[src/rtl/png_chunk_ctrl_if.sv]
// Handshake/bus bundle around the PNG chunk sequencer: producer request,
// upstream data words, downstream output words and the crc32 core link.
// The slave modport is the controller's view; master is its environment.
interface png_chunk_ctrl_if;
  logic        start_i;
  logic [31:0] len_i;
  logic [31:0] typ_i;
  logic        dat_val_i;
  logic [31:0] dat_i;
  logic        dat_rdy_o;
  logic        out_val_o;
  logic [31:0] out_dat_o;
  logic        out_lst_o;
  logic        out_rdy_i;
  logic        busy_o;
  logic        done_o;
  logic        err_o;
  logic        crc_start_o;
  logic        crc_val_o;
  logic [31:0] crc_dat_o;
  logic        crc_lst_o;
  logic        crc_val_i;
  logic        crc_done_i;
  logic [31:0] crc_dat_i;

  modport slave (
    input  start_i, len_i, typ_i, dat_val_i, dat_i, out_rdy_i,
    input  crc_val_i, crc_done_i, crc_dat_i,
    output dat_rdy_o, out_val_o, out_dat_o, out_lst_o, busy_o, done_o, err_o,
    output crc_start_o, crc_val_o, crc_dat_o, crc_lst_o
  );

  modport master (
    output start_i, len_i, typ_i, dat_val_i, dat_i, out_rdy_i,
    output crc_val_i, crc_done_i, crc_dat_i,
    input  dat_rdy_o, out_val_o, out_dat_o, out_lst_o, busy_o, done_o, err_o,
    input  crc_start_o, crc_val_o, crc_dat_o, crc_lst_o
  );
endinterface

[src/rtl/png_chunk_ctrl.sv]
// PNG chunk sequencer: emits LENGTH, TYPE, DATA..., CRC as a 32-bit word
// stream and paces TYPE/DATA into the shared crc32 core.
module png_chunk_ctrl #(
  parameter int unsigned CNT_WD = 14
) (
  input  logic                  clk,
  input  logic                  rstn,
  png_chunk_ctrl_if.slave       bus
);

  typedef enum logic [2:0] {StIdle, StHdr, StTyp, StDat, StWcrc, StCrc} state_e;

  localparam logic [CNT_WD-1:0] CntOne = CNT_WD'(1);

  state_e              state_q, state_d;
  logic [CNT_WD-1:0]   cnt_q, cnt_d;
  logic [31:0]         typ_q, typ_d;
  logic                ob_val_q, ob_val_d;
  logic [31:0]         ob_dat_q, ob_dat_d;
  logic                ob_lst_q, ob_lst_d;
  logic                crc_start_q, crc_start_d;
  logic                crc_val_q, crc_val_d;
  logic [31:0]         crc_dat_q, crc_dat_d;
  logic                crc_lst_q, crc_lst_d;
  logic                crc_free_q, crc_free_d;
  logic [31:0]         crc_q, crc_d;
  logic                done_q, done_d;
  logic                err_q, err_d;

  logic                ob_free;
  logic                crc_rdy_in;
  logic                crc_free;
  logic                dat_rdy;
  logic                len_bad;
  logic                commit;
  logic [31:0]         commit_w;
  logic                commit_lst;

  // Handshake qualifiers; core readiness only counts while a payload word is pending.
  always_comb begin
    ob_free    = !ob_val_q || bus.out_rdy_i;
    crc_rdy_in = bus.crc_val_i && !bus.crc_done_i && (state_q == StTyp || state_q == StDat);
    crc_free   = crc_free_q || crc_rdy_in;
    dat_rdy    = (state_q == StDat) && bus.dat_val_i && ob_free && crc_free;
    len_bad    = (|bus.len_i[1:0]) || (|bus.len_i[31:CNT_WD+2]);
  end

  // Next-state logic for the FSM, output buffer and core interface.
  always_comb begin
    state_d     = state_q;
    cnt_d       = cnt_q;
    typ_d       = typ_q;
    ob_val_d    = ob_val_q && !bus.out_rdy_i;
    ob_lst_d    = ob_lst_q && !(ob_val_q && bus.out_rdy_i);
    ob_dat_d    = ob_dat_q;
    crc_start_d = 1'b0;
    crc_val_d   = 1'b0;
    crc_dat_d   = crc_dat_q;
    crc_lst_d   = crc_lst_q;
    crc_free_d  = crc_free || crc_start_q;
    crc_d       = crc_q;
    done_d      = 1'b0;
    err_d       = 1'b0;
    commit      = 1'b0;
    commit_w    = '0;
    commit_lst  = 1'b0;

    unique case (state_q)
      StIdle: begin
        if (bus.start_i) begin
          if (len_bad) begin
            err_d = 1'b1;
          end else begin
            typ_d       = bus.typ_i;
            cnt_d       = bus.len_i[CNT_WD+1:2];
            ob_val_d    = 1'b1;
            ob_dat_d    = bus.len_i;
            ob_lst_d    = 1'b0;
            crc_start_d = 1'b1;
            state_d     = StHdr;
          end
        end
      end
      StHdr: begin
        if (crc_free) state_d = StTyp;
      end
      StTyp: begin
        if (ob_free && crc_free) begin
          commit     = 1'b1;
          commit_w   = typ_q;
          commit_lst = (cnt_q == '0);
          state_d    = commit_lst ? StWcrc : StDat;
        end
      end
      StDat: begin
        if (dat_rdy) begin
          commit     = 1'b1;
          commit_w   = bus.dat_i;
          commit_lst = (cnt_q == CntOne);
          cnt_d      = cnt_q - CntOne;
          if (commit_lst) state_d = StWcrc;
        end
      end
      StWcrc: begin
        if (bus.crc_done_i) begin
          crc_d   = bus.crc_dat_i;
          state_d = StCrc;
        end
      end
      StCrc: begin
        // ob_lst_q marks that the CRC word already sits in the output buffer.
        if (ob_lst_q) begin
          if (ob_val_q && bus.out_rdy_i) begin
            done_d  = 1'b1;
            state_d = StIdle;
          end
        end else if (ob_free) begin
          ob_val_d = 1'b1;
          ob_dat_d = crc_q;
          ob_lst_d = 1'b1;
        end
      end
      default: state_d = StIdle;
    endcase

    if (commit) begin
      ob_val_d   = 1'b1;
      ob_dat_d   = commit_w;
      ob_lst_d   = 1'b0;
      crc_dat_d  = commit_w;
      crc_val_d  = 1'b1;
      crc_lst_d  = commit_lst;
      crc_free_d = 1'b0;
    end
  end

  // State and registered outputs, synchronous active-low reset.
  always_ff @(posedge clk) begin
    if (!rstn) begin
      state_q     <= StIdle;
      cnt_q       <= '0;
      typ_q       <= '0;
      ob_val_q    <= 1'b0;
      ob_dat_q    <= '0;
      ob_lst_q    <= 1'b0;
      crc_start_q <= 1'b0;
      crc_val_q   <= 1'b0;
      crc_dat_q   <= '0;
      crc_lst_q   <= 1'b0;
      crc_free_q  <= 1'b0;
      crc_q       <= '0;
      done_q      <= 1'b0;
      err_q       <= 1'b0;
    end else begin
      state_q     <= state_d;
      cnt_q       <= cnt_d;
      typ_q       <= typ_d;
      ob_val_q    <= ob_val_d;
      ob_dat_q    <= ob_dat_d;
      ob_lst_q    <= ob_lst_d;
      crc_start_q <= crc_start_d;
      crc_val_q   <= crc_val_d;
      crc_dat_q   <= crc_dat_d;
      crc_lst_q   <= crc_lst_d;
      crc_free_q  <= crc_free_d;
      crc_q       <= crc_d;
      done_q      <= done_d;
      err_q       <= err_d;
    end
  end

  assign bus.dat_rdy_o   = dat_rdy;
  assign bus.out_val_o   = ob_val_q;
  assign bus.out_dat_o   = ob_dat_q;
  assign bus.out_lst_o   = ob_lst_q;
  assign bus.busy_o      = (state_q != StIdle);
  assign bus.done_o      = done_q;
  assign bus.err_o       = err_q;
  assign bus.crc_start_o = crc_start_q;
  assign bus.crc_val_o   = crc_val_q;
  assign bus.crc_dat_o   = crc_dat_q;
  assign bus.crc_lst_o   = crc_lst_q;

endmodule

[src/flat_wrapper.sv]
// flat-port wrapper written by rule: the top's interface ports become plain ports
module png_chunk_ctrl_flat 
#(
  parameter int unsigned CNT_WD = 14
)
  (clk, rstn, bus_start_i, bus_len_i, bus_typ_i, bus_dat_val_i, bus_dat_i, bus_out_rdy_i, bus_crc_val_i, bus_crc_done_i, bus_crc_dat_i, bus_dat_rdy_o, bus_out_val_o, bus_out_dat_o, bus_out_lst_o, bus_busy_o, bus_done_o, bus_err_o, bus_crc_start_o, bus_crc_val_o, bus_crc_dat_o, bus_crc_lst_o);
  png_chunk_ctrl_if bus_i ();
  input  logic clk;
  input  logic rstn;
  input wire logic [$bits(bus_i.start_i)-1:0] bus_start_i;
  input wire logic [$bits(bus_i.len_i)-1:0] bus_len_i;
  input wire logic [$bits(bus_i.typ_i)-1:0] bus_typ_i;
  input wire logic [$bits(bus_i.dat_val_i)-1:0] bus_dat_val_i;
  input wire logic [$bits(bus_i.dat_i)-1:0] bus_dat_i;
  input wire logic [$bits(bus_i.out_rdy_i)-1:0] bus_out_rdy_i;
  input wire logic [$bits(bus_i.crc_val_i)-1:0] bus_crc_val_i;
  input wire logic [$bits(bus_i.crc_done_i)-1:0] bus_crc_done_i;
  input wire logic [$bits(bus_i.crc_dat_i)-1:0] bus_crc_dat_i;
  output wire logic [$bits(bus_i.dat_rdy_o)-1:0] bus_dat_rdy_o;
  output wire logic [$bits(bus_i.out_val_o)-1:0] bus_out_val_o;
  output wire logic [$bits(bus_i.out_dat_o)-1:0] bus_out_dat_o;
  output wire logic [$bits(bus_i.out_lst_o)-1:0] bus_out_lst_o;
  output wire logic [$bits(bus_i.busy_o)-1:0] bus_busy_o;
  output wire logic [$bits(bus_i.done_o)-1:0] bus_done_o;
  output wire logic [$bits(bus_i.err_o)-1:0] bus_err_o;
  output wire logic [$bits(bus_i.crc_start_o)-1:0] bus_crc_start_o;
  output wire logic [$bits(bus_i.crc_val_o)-1:0] bus_crc_val_o;
  output wire logic [$bits(bus_i.crc_dat_o)-1:0] bus_crc_dat_o;
  output wire logic [$bits(bus_i.crc_lst_o)-1:0] bus_crc_lst_o;
  assign bus_i.start_i = bus_start_i;
  assign bus_i.len_i = bus_len_i;
  assign bus_i.typ_i = bus_typ_i;
  assign bus_i.dat_val_i = bus_dat_val_i;
  assign bus_i.dat_i = bus_dat_i;
  assign bus_i.out_rdy_i = bus_out_rdy_i;
  assign bus_i.crc_val_i = bus_crc_val_i;
  assign bus_i.crc_done_i = bus_crc_done_i;
  assign bus_i.crc_dat_i = bus_crc_dat_i;
  assign bus_dat_rdy_o = bus_i.dat_rdy_o;
  assign bus_out_val_o = bus_i.out_val_o;
  assign bus_out_dat_o = bus_i.out_dat_o;
  assign bus_out_lst_o = bus_i.out_lst_o;
  assign bus_busy_o = bus_i.busy_o;
  assign bus_done_o = bus_i.done_o;
  assign bus_err_o = bus_i.err_o;
  assign bus_crc_start_o = bus_i.crc_start_o;
  assign bus_crc_val_o = bus_i.crc_val_o;
  assign bus_crc_dat_o = bus_i.crc_dat_o;
  assign bus_crc_lst_o = bus_i.crc_lst_o;
  png_chunk_ctrl #(.CNT_WD(CNT_WD)) u_core (.clk(clk), .rstn(rstn), .bus(bus_i));
endmodule
[config.mk]
export PLATFORM = sky130hd
export DESIGN_NAME = png_chunk_ctrl_flat
export DESIGN_NICKNAME = d
export VERILOG_FILES = /design/src/rtl/png_chunk_ctrl_if.sv /design/src/rtl/png_chunk_ctrl.sv /design/src/flat_wrapper.sv
export SDC_FILE = /design/constraint.sdc
export NUM_CORES = 1
export LEC_CHECK = 0
export ABC_AREA = 1
export CAP_MARGIN = 20
export CORE_MARGIN = 2
export CORE_UTILIZATION = 25
export CTS_CLUSTER_SIZE = 12
export DETAILED_ROUTE_END_ITERATION = 10
export HOLD_SLACK_MARGIN = 0.06
export RECOVER_POWER = 25
export SETUP_SLACK_MARGIN = 0.1
export SLEW_MARGIN = 25
export SYNTH_ARGS = -nofsm -noshare
export SYNTH_HDL_FRONTEND = slang
export SYNTH_SLANG_ARGS = --single-unit
[constraint.sdc]
create_clock -name clk -period 3.8 [get_ports clk]
set_clock_uncertainty 0.15 [all_clocks]
set_input_delay 0.38 -clock clk [delete_from_list [all_inputs] [get_ports clk]]
set_output_delay 0.38 -clock clk [all_outputs]
set_load 0.02 [all_outputs]
==> metrics, run 1 <==
crit share post-route 0.773; CTS root buf clkbuf_16; CTS clk-pin slew, worst paths 0.06 ns; Adder-Cell Fraction of Synth Area 0.00344; slowest cell on the critical path clkdlybuf4s50_1; RSZ-0062 raised after global routing no; Synth Area in Simple Gates 0.267; Crit. End Element output pin; post-detail-place hpwl between 15,000 and 20,000 um; Hold WS just under 0.3 ns; first-pass GRT wire length just under 40,000 um; Synth top area share 0.421; Die Width 175 um; largest net degree at the start of global routing 82; Max FO, Critical Path 36; Avg Synthesized Cell Area 6.70 um2; cells after synthesis 1,085; Die Y-Extent roughly 170 um; synth cell count leaders nand2_1, nor2_1, dfxtp_1, o21ai_0, inv_1; Final Critical Period just under 3 ns; async set-reset flop share out of synthesis 0; CTS tree done; run status complete, no violations; Cell Pwr Density 548 nW/um2; XOR/XNOR Fraction of Synth Area 0.00241; antenna violations before repair 1; vias in the first global route around 7,200; Post-synth EDFFs 0; register area share after synthesis 0.421; Setup Buffers After CTS 0; worst path buffer plus inverter count 3; Critical Path RT 3.27 ns; cts bufs inserted 17; CP Class flip-flop to output pin; Max-Cap Viols 0; final WL 25,800 um; Max H-tree Level 4; nets 1,396; Setup Total Neg Slack 0 ns; mux cell area share after synthesis 0; leading area contributor after synthesis dfxtp_1; largest cells by area after synthesis dfxtp_1, nand2_1, o21ai_0, nor2_1, a21oi_1; Mapped Area 7270 um2; DR WL/cell 15.6 um; Buffers on Ports 207; area grow syn2layout 40.0%; Synth Flop Type dfxtp_1; CTS sink cnt around 150; CTS Hold Buffers Added 0; GRT overflow 0; Core ar. between 20,000 and 30,000 um2; Post-Syn Nets 1,222; Top Family by Delay on Critical Path buffers and inverters; worst-case vdd ir drop roughly 260 uV; Clock Path Buffers 2; Worst Path Arrival between 2 and 2.5 ns; antenna cells 0; most common cell in the synthesized netlist nand2_1; Yosys cell types 36; P_leak 4.32 nW; worst skew pair latency 0.42 ns; Yosys warnings 0; initial drt markers 412; startpoint types flip-flop; GP Congestion 0.844; antenna violation net count after detailed routing 0; fmax 341 MHz; layout cells sized above 1 0.0496; slowest stage delay, CP about 0.65 ns; slew of the pin with the lowest slew margin 1.08 ns; crit path cell chain inv_1 > nand4_1 > nor2_1 > nand2_4 > inv_2 > clkdlybuf4s50_1; Initial Util 0.253; Vias/cell roughly 4.6; Slew Viols, Final 0; placed insts approximately 1,600; Post-CTS Resized 0; Synth Area in Compound Gates 0.206; DR vias between 7,000 and 8,000; I/O pin total 208; Non-Filler Instances about 1,700; total track usage 0.167; Worst slew margin 0.279; final setup violating endpoints 0; Pre-antenna DRT Iters 5; largest family of logic cells by synthesized area simple AND/OR/NAND/NOR gates; Yosys reg bits 153; DRC errors left 0; Die ar. 30,500 um2; row count 62; final hold violations 0; Worst Hold Class flip-flop to flip-flop
-- logic make-up (layout without fill, tap and decap cells) --
kind of cell / count (synthesis) / count (layout)
buffers and inverters: 176 / 362
AO/OA/AOI/OAI: 280 / 280
adder cells (fa/ha/maj): 2 / 2
XOR/XNOR: 2 / 2
flip-flops: 153 / 153
AND/OR/NAND/NOR: 472 / 472
-- per-layer routing --
metal | global-route usage | wire length (um)
met3 | 0.0383 | 1460
met5 | 0 | 11
met1 | 0.216 | 12100
met4 | 0.0535 | 489
met2 | 0.276 | 11800
-- through the flow --
step / power (mW) / area, um2 / worst slack [ns] / util
floorplan: 3.33 / 7270 / 1.98 / -
global placement: 3.89 / 9620 / 0.856 / 0.335
detailed placement: 3.92 / 9620 / 0.750 / 0.335
CTS: 5.63 / 10200 / 0.818 / 0.355
global route: 6.00 / 10200 / 0.708 / 0.354
finish: 5.57 / 10200 / 0.864 / 0.354
-- cell usage in the layout, fill, tap and decap left out, types with 4 or more instances in the layout --
cell,n
a21oi_1,102
buf_4,12
clkbuf_16,17
clkdlybuf4s50_1,153
clkinvlp_4,4
dfxtp_1,153
dlygate4sd3_1,53
inv_1,104
inv_2,7
inv_6,5
nand2_1,224
nand3_1,44
nor2_1,179
nor3_1,6
o211ai_1,32
o21ai_0,136
-- tightest hold or removal path: cells and delay by family (launching register included) --
| family | cells | cell delay, ns |
|---|---|---|
| AO/OA/AOI/OAI | 1 | 0.05 |
| buffers and inverters | 1 | 0.05 |
| flip-flops | 1 | 0.30 |
-- layout make-up --
class                   count  area [um2]
clock buffers              18         429
clock inverters            13         135
fillers                  3122       18500
inverters                 111         417
multi-input cells         756        3490
flip-flops and latches    153        3060
well taps                 384         480
repair buffers            220        2160
-- power by group --
part | internal [mW] | leakage, nW | switching [mW] | total (mW)
logic | 0.714 | 2.82 | 1.27 | 1.98
clock network | 0.919 | 0.264 | 0.761 | 1.68
registers | 1.78 | 1.24 | 0.127 | 1.91
-- registers in the layout, summed over array words and instances (netlist names) --
register                cells
u_core.bus.crc_dat_o       32
u_core.bus.out_dat_o       32
u_core.crc_q               32
u_core.typ_q               32
u_core.cnt_q               14
u_core.state_q              3
u_core.bus.crc_lst_o        1
u_core.bus.crc_start_o      1
u_core.bus.crc_val_o        1
u_core.bus.done_o           1
u_core.bus.err_o            1
u_core.bus.out_lst_o        1
u_core.bus.out_val_o        1
u_core.crc_free_q           1
-- final timing paths --
check,from,to,slack [ns],depth (start not counted)
worst max-delay path,u_core.state_q[2]$_SDFFE_PN0P_,bus_dat_rdy_o,0.86,6
worst min-delay path,u_core.crc_q[31]$_SDFFE_PN0P_,u_core.crc_q[31]$_SDFFE_PN0P_,0.30,2
worst max register to register,u_core.state_q[2]$_SDFFE_PN0P_,u_core.bus.out_dat_o[8]$_SDFFE_PN0P_,1.10,10
worst min register to register,u_core.crc_q[31]$_SDFFE_PN0P_,u_core.crc_q[31]$_SDFFE_PN0P_,0.30,2
Power figures use the tool's default switching activity.
==> run 2, diff against run 1 <==
Clock period 3.8 ns to 2.9 ns, I/O delays scaled along.
==> run 2 against run 1 <==
  * First-iteration DRC count up 26%
  * Highest routed layer is now met4
  * Wire length up 2.1%
  * Final cell count up 0.12%
  * Combinational power up 33%
==> metrics, run 2 (synthesis results as in run 1) <==
run status complete, no violations; Clock Path Buffers 2; antenna violation net count after detailed routing 0; Max Used Layer met4; largest net degree at the start of global routing 66; row count 62; first-pass GRT wire length ~41,000 um; CTS root buf clkbuf_16; crit share post-route 0.894; Critical Path RT ~2.5 ns; area of the multi-input gates approximately 3500 um2; Worst Path Arrival roughly 2.2 ns; crit path cell chain nand4_1 > nor2_1 > nand2_4 > inv_2 > clkdlybuf4s50_1; I/O pin total 208; cts bufs inserted 17; Worst slew margin 0.154; final hold violations 0; Post-CTS Resized 0; CP Class flip-flop to output pin; CTS tree done; filler instances approximately 3,100; FF/Latch Area 3060 um2; Cell Pwr Density 716 nW/um2; Setup WS post-layout 0.307 ns; P_leak 4.32 nW; Max-Cap Viols 0; initial drt markers between 500 and 600; slowest stage delay, CP 0.65 ns; Final Critical Period 2.59 ns; Non-Filler Instances approximately 1,700; met2 wire len 12,100 um; DRC errors left 0; worst skew pair latency roughly 0.43 ns; Worst Hold Class primary input to flip-flop; DR vias ~7,600; Core ar. 28,700 um2; met3 wire len 1560 um; Buffers on Ports 207; most frequent cells in the layout nand2_1, nor2_1, clkdlybuf4s50_1; Die ar. 30,500 um2; Die Width 175 um; CTS clk-pin slew, worst paths 0.07 ns; Die Y-Extent between 150 and 200 um; fmax 386 MHz; final WL 26,400 um; Pre-antenna DRT Iters 4; RSZ-0062 raised after global routing no; Vias/cell 4.57; final instance area slightly above 10,000 um2; Slew Viols, Final 0; vias in the first global route 7,408; most common cell after layout, fill and taps aside nand2_1; CTS Hold Buffers Added 0; GRT overflow 0; final setup violating endpoints 0; GP Congestion 0.821; Initial Util 0.253; placed insts 1,624; nets 1,396; slowest cell on the critical path clkdlybuf4s50_1; CTS sink cnt 153; antenna violations before repair 0; M1 wire length 12,200 um; layout cells sized above 1 0.0511; Area after DPL 9630 um2; Hold WS 0.227 ns; worst-case vdd ir drop 338 uV; Setup Total Neg Slack 0 ns; Post-Place Setup Slack 0.176 ns; startpoint types flip-flop; DR WL/cell ~16 um; post-detail-place hpwl 18,500 um; Setup Buffers After CTS 0; total track usage 0.172; Crit. End Element output pin; Max H-tree Level 4; Max FO, Critical Path 7; area grow syn2layout 40.1%; slew of the pin with the lowest slew margin 1.27 ns
[run 2: cell types whose count changed in the layout (fill, tap and decap cells not counted), sizes merged]
cell,previous run,this run
bufinv,1,0
inv,118,117
clkbuf,19,20
diode,0,1
clkdlybuf4s50,153,154
clkinv,1,3
dlygate4sd3,53,52
[run 2: layout make-up]
| type | count | share of cell area |
|---|---|---|
| Antenna cell | 1 | 0.000246 |
| Clock buffer | 19 | 0.0435 |
| Clock inverter | 13 | 0.0112 |
| Inverter | 111 | 0.0409 |
| Multi-Input combinational cell | 756 | 0.343 |
| Sequential cell | 153 | 0.301 |
| Tap cell | 384 | 0.0472 |
| Timing Repair Buffer | 220 | 0.213 |
[run 2: worst max-delay path, delay by kind of cell, from the launching register on]
kind	cells	cell delay (ns)
buf+inv	2	0.78
flops	1	0.52
simple gates	3	0.43
[run 2: path summary, 6_finish.rpt]
path / from / end / slack, ns / cells after the start
setup reg to reg: u_core.state_q[0]$_SDFFE_PN0P_ / u_core.bus.out_dat_o[9]$_SDFFE_PN0P_ / 0.45 / 10
setup / recovery: u_core.state_q[0]$_SDFFE_PN0P_ / bus_dat_rdy_o / 0.31 / 5
hold / removal: rstn / u_core.crc_q[24]$_SDFFE_PN0P_ / 0.23 / 3
hold reg to reg: u_core.crc_q[26]$_SDFFE_PN0P_ / u_core.crc_q[26]$_SDFFE_PN0P_ / 0.30 / 2
[run 2: per-stage QoR]
stage / power (mW) / utilization
3_5_place_dp: 5.18 / 0.335
2_1_floorplan: 4.37 / -
4_1_cts: 7.36 / 0.355
3_3_place_gp: 5.14 / 0.335
6_report: 7.29 / 0.355
5_1_grt: 7.89 / 0.355
[run 2: routing by layer]
metal / track usage / vias to the layer above
met5: 0 / -
met4: 0.0444 / 0
met3: 0.0400 / 28
met2: 0.284 / 225
met1: 0.226 / 3481
li1: - / 3846
[run 2: power by group]
part           internal [mW]  leakage, nW  switching [mW]  total [mW]
Clock                   1.15        0.261            1.01        2.16
Combinational          0.941         2.83            1.70        2.64
Sequential              2.33         1.24           0.159        2.49
